File: src/rtl/mem_bus_arbiter.sv
// Round-robin owner of the shared MAR/MDR/memory port; sequences one transfer's strobes.
// Grant appears the cycle after the request edge; strobes and ack are registered Moore outputs.
module mem_bus_arbiter #(
  parameter int TIMEOUT = 16,
  parameter int CNT_W   = 5
) (
  input  logic clk,
  input  logic rst,
  input  logic req_if,
  input  logic req_ex,
  input  logic ex_rw,
  input  logic MFC,
  output logic gnt_if,
  output logic gnt_ex,
  output logic MARin,
  output logic MDRwriteEN,
  output logic memEN,
  output logic RW,
  output logic MDRreadEN,
  output logic ack_if,
  output logic ack_ex,
  output logic err
);

  localparam logic [2:0] S_IDLE    = 3'd0;
  localparam logic [2:0] S_ADDR    = 3'd1;
  localparam logic [2:0] S_ACCESS  = 3'd2;
  localparam logic [2:0] S_CAPTURE = 3'd3;
  localparam logic [2:0] S_DONE    = 3'd4;
  localparam logic [2:0] S_ERR     = 3'd5;

  localparam logic [CNT_W-1:0] CNT_LAST = CNT_W'(TIMEOUT - 1);

  logic [2:0]       state, state_nxt;
  logic             owner_if, owner_if_nxt;   // 1 = IF owns the bus, 0 = EX
  logic             dir, dir_nxt;             // 1 = read, 0 = write
  logic             last_if, last_if_nxt;
  logic [CNT_W-1:0] cnt, cnt_nxt;
  logic             pick_if;

  always_comb begin
    state_nxt    = state;
    owner_if_nxt = owner_if;
    dir_nxt      = dir;
    last_if_nxt  = last_if;
    cnt_nxt      = cnt;
    pick_if      = req_if && (!req_ex || !last_if);
    case (state)
      S_IDLE: begin
        if (req_if || req_ex) begin
          owner_if_nxt = pick_if;
          dir_nxt      = pick_if ? 1'b1 : ex_rw;
          last_if_nxt  = pick_if;
          state_nxt    = S_ADDR;
        end
      end
      S_ADDR: begin
        cnt_nxt   = '0;
        state_nxt = S_ACCESS;
      end
      S_ACCESS: begin
        // MFC takes priority over a timeout landing on the same edge
        if (MFC) begin
          state_nxt = dir ? S_CAPTURE : S_DONE;
        end else if ((TIMEOUT != 0) && (cnt == CNT_LAST)) begin
          state_nxt = S_ERR;
        end else begin
          cnt_nxt = cnt + 1'b1;
        end
      end
      S_CAPTURE: state_nxt = S_DONE;
      S_DONE:    state_nxt = S_IDLE;
      S_ERR:     state_nxt = S_IDLE;
      default:   state_nxt = S_IDLE;
    endcase
  end

  always_ff @(posedge clk) begin
    if (!rst) begin
      state      <= S_IDLE;
      owner_if   <= 1'b0;
      dir        <= 1'b0;
      last_if    <= 1'b0;
      cnt        <= '0;
      gnt_if     <= 1'b0;
      gnt_ex     <= 1'b0;
      MARin      <= 1'b0;
      MDRwriteEN <= 1'b0;
      memEN      <= 1'b0;
      RW         <= 1'b0;
      MDRreadEN  <= 1'b0;
      ack_if     <= 1'b0;
      ack_ex     <= 1'b0;
      err        <= 1'b0;
    end else begin
      state      <= state_nxt;
      owner_if   <= owner_if_nxt;
      dir        <= dir_nxt;
      last_if    <= last_if_nxt;
      cnt        <= cnt_nxt;
      // outputs decoded from the next state so they are flops aligned with the state
      gnt_if     <= (state_nxt != S_IDLE) && owner_if_nxt;
      gnt_ex     <= (state_nxt != S_IDLE) && !owner_if_nxt;
      MARin      <= (state_nxt == S_ADDR);
      MDRwriteEN <= (state_nxt == S_ADDR) && !dir_nxt;
      memEN      <= (state_nxt == S_ACCESS) || (state_nxt == S_CAPTURE);
      RW         <= (state_nxt == S_CAPTURE) ||
                    (((state_nxt == S_ACCESS) || (state_nxt == S_DONE)) && dir_nxt);
      MDRreadEN  <= (state_nxt == S_CAPTURE);
      ack_if     <= ((state_nxt == S_DONE) || (state_nxt == S_ERR)) && owner_if_nxt;
      ack_ex     <= ((state_nxt == S_DONE) || (state_nxt == S_ERR)) && !owner_if_nxt;
      err        <= (state_nxt == S_ERR);
    end
  end

endmodule

File: config.mk
export PLATFORM = sky130hd
export DESIGN_NAME = mem_bus_arbiter
export DESIGN_NICKNAME = d
export VERILOG_FILES = /design/src/rtl/mem_bus_arbiter.sv
export SDC_FILE = /design/constraint.sdc
export NUM_CORES = 1
export LEC_CHECK = 0
export CAP_MARGIN = 5
export CORE_UTILIZATION = 49
export CTS_BUF_LIST = sky130_fd_sc_hd__clkbuf_16
export DETAILED_ROUTE_END_ITERATION = 8
export PLACE_DENSITY_LB_ADDON = 0.3
export SYNTH_ARGS = -nofsm -noshare
export SYNTH_HDL_FRONTEND = slang
export SYNTH_SLANG_ARGS = --single-unit
File: constraint.sdc
create_clock -name clk -period 2.7 [get_ports clk]
set_input_delay 0.405 -clock clk [delete_from_list [all_inputs] [get_ports clk]]
set_output_delay 0.405 -clock clk [all_outputs]
set_load 0.05 [all_outputs]
==> results.cfg <==
[run_status]
status = finished clean

[critical_path]
crit_family = simple AND/OR/NAND/NOR gates
endpoint_kind = flop
startpoint_type = flop
critPathKind = flop to flop
critPathMaxFanout = 6
arrival_ns = 2.33
cpPeakStageDelay_ns = 0.61
path_cells = ha_1, and3_1, ha_1, or4b_1, a21oi_4, mux2i_1, nor2_1
path_buf_inv = 0
slowest_stage = or4b_1
required_ns = 2.83
cpMostUsedCell = ha_1

[placement]
dp_hpwl_mm = 1.20
gp_congestion = 0.852
placed_area_um2 = 1020
place_ws_ns = 0.530
io_buffers = 15

[floorplan]
core_um2 = 1580
dieWidth_um = 44.1
initial_core_util = 0.551
io_pins = 16
die_y_um = 44.1
dieArea_um2 = 1940
row_count = 14

[cells_and_area]
final_util = 0.699
syn_to_final_growth_pct = 26.9
drive_gt1_frac = 0.0917
regMostFlops = cnt
largest_reg_flops = 5
n_antenna_cell = 0
nNetsFinal = 118
top_regs = cnt x5, state x3
fin_area_um2 = 1100

[clock_network]
post-cts-setup-buffers = 0
cts_tree = yes
cts-root-buf = clkbuf_16
worstSkewPairLatency_ns = 0.25
cts_hold_buf = 0
htreeDepth = 1
numCtsBuffers = 3
clock_path_buffers = 2
cts-resized-gates = 0
clk_pin_slew_ns = 0.05
clock_sinks = 21

[synthesis]
ys.flop_type = dfxtp_1
syn_nets = 100
netlist_area_um2 = 868
synth_cells = 92
synth-edff-count = 0
async_reset_ff_frac = 0
yosysWarningCount = 0
ys_types = 35
ys_ff_latch = 21
synth_seq_area_share = 0.484
syn_area_per_cell_um2 = 9.44

[timing]
slew_violations = 0
fin_ws_ns = 0.502
fin_hold_ws_ns = 0.472
grt_setup_unrepaired = no
tightest_slew_ns = 0.499
min_period_over_period = 0.814
setup_tns_ns = 0
relSlewSlack = 0.667
layout_min_cycle_time_ns = 2.20
max_freq_mhz = 455
hold_viol = 0
fin_skew_ns = 0.00293
setup_viol = 0

[pwr]
pwr_density_cell_nw_per_um2 = 744
p_leak_nw = 0.429
vdd_drop_max_uv = 383

[detailed_routing]
vias = 742
dr.pass1.iters = 4
vias_per_cell = 5.94
wl_per_cell_um = 13.6
drtAntennaViolNets = 0
drt_iter0_markers = 28
wl_mm = 1.70
drc = 0

[hold_path]
hp-class = flop to flop

[grt]
grt_pass1_vias = 659
grt_start_max_net_pins = 13
grtUsageTotal = 0.205
antenna_found_initial = 0
grt_pass1_wl_mm = 2.81
gr-total-overflow = 0

[job]
drv_cap = 0
[cells in the mapped netlist, drive strengths merged (2+ instances only)]
cell type | instances | area [µm²]
mux2i | 3 | 30.0
o21ai | 3 | 15.0
dfxtp | 21 | 420
inv | 4 | 15.0
nand2 | 4 | 15.0
nor3 | 3 | 15.0
and2 | 2 | 12.5
nor2b | 3 | 18.8
ha | 2 | 25.0
buf | 2 | 16.3
or3 | 2 | 13.8
nand2b | 3 | 18.8
nor2 | 14 | 52.6
a21oi | 8 | 51.3
[worst reg2reg max path: cells and delay by family, from the launching register on]
family                     cells  cell delay (ns)
and+or+nand+nor                3             0.86
adders and majority gates      2             0.44
DFF                            1             0.33
AOI/OAI and AO/OA              1             0.24
muxes                          1             0.21
[final timing paths]
check / from / end / slack [ns] / cells after the start
min: last_if$_SDFFE_PN0P_ / last_if$_SDFFE_PN0P_ / 0.47 / 1
min reg2reg: last_if$_SDFFE_PN0P_ / last_if$_SDFFE_PN0P_ / 0.47 / 1
max reg2reg: cnt[0]$_SDFFE_PN0P_ / cnt[4]$_SDFFE_PN0P_ / 0.50 / 7
max: cnt[0]$_SDFFE_PN0P_ / cnt[4]$_SDFFE_PN0P_ / 0.50 / 7
[area by class of cell]
class                      instances  area [µm²]
multi-input combinational         65         417
clock inverter                     1        5.00
sequential                        21         420
timing repair buffer              15         150
tap                               16        20.0
fill                             114         474
clock buffer                       3        75.1
inverter                           4        15.0
[per-stage QoR]
step / power, mW / instances
finish: 0.820 / 125
global route: 0.856 / 125
CTS: 0.826 / 125
detailed placement: 0.521 / 121
global placement: 0.516 / 121
floorplan: 0.472 / 92
[cell families after synthesis]
| family | Yosys count | share of synthesized area |
|---|---|---|
| AND/OR/NAND/NOR | 40 | 0.248 |
| flip-flops | 21 | 0.484 |
| AO/OA/AOI/OAI | 19 | 0.159 |
| buffers and inverters | 6 | 0.0360 |
| multiplexers | 3 | 0.0346 |
| adder cells (fa/ha/maj) | 2 | 0.0288 |
| XOR/XNOR | 1 | 0.0101 |
[cells in the final DEF (no fill, tap or decap), drive strengths merged, types with 2 or more instances in the layout]
| cell type | count |
|---|---|
| nor2 | 14 |
| o21ai | 3 |
| or3 | 2 |
| mux2i | 3 |
| ha | 2 |
| dfxtp | 21 |
| and2 | 2 |
| nor2b | 3 |
| nor3 | 3 |
| a21oi | 8 |
| nand2 | 4 |
| inv | 4 |
| clkdlybuf4s50 | 15 |
| clkbuf | 3 |
| nand2b | 3 |
[power by group]
part	switching, mW	internal, mW
combinational	0.104	0.0626
clock	0.104	0.198
sequential	0.0175	0.333
total	0.226	0.594
[per-layer routing]
metal | track usage | up-vias | wire length, µm
li1 | - | 359 | -
met1 | 0.252 | 335 | 760
met2 | 0.309 | 38 | 764
met3 | 0.0408 | 10 | 98
met4 | 0.170 | 0 | 80
met5 | 0 | - | 0
(Power assumes the default switching activity.)
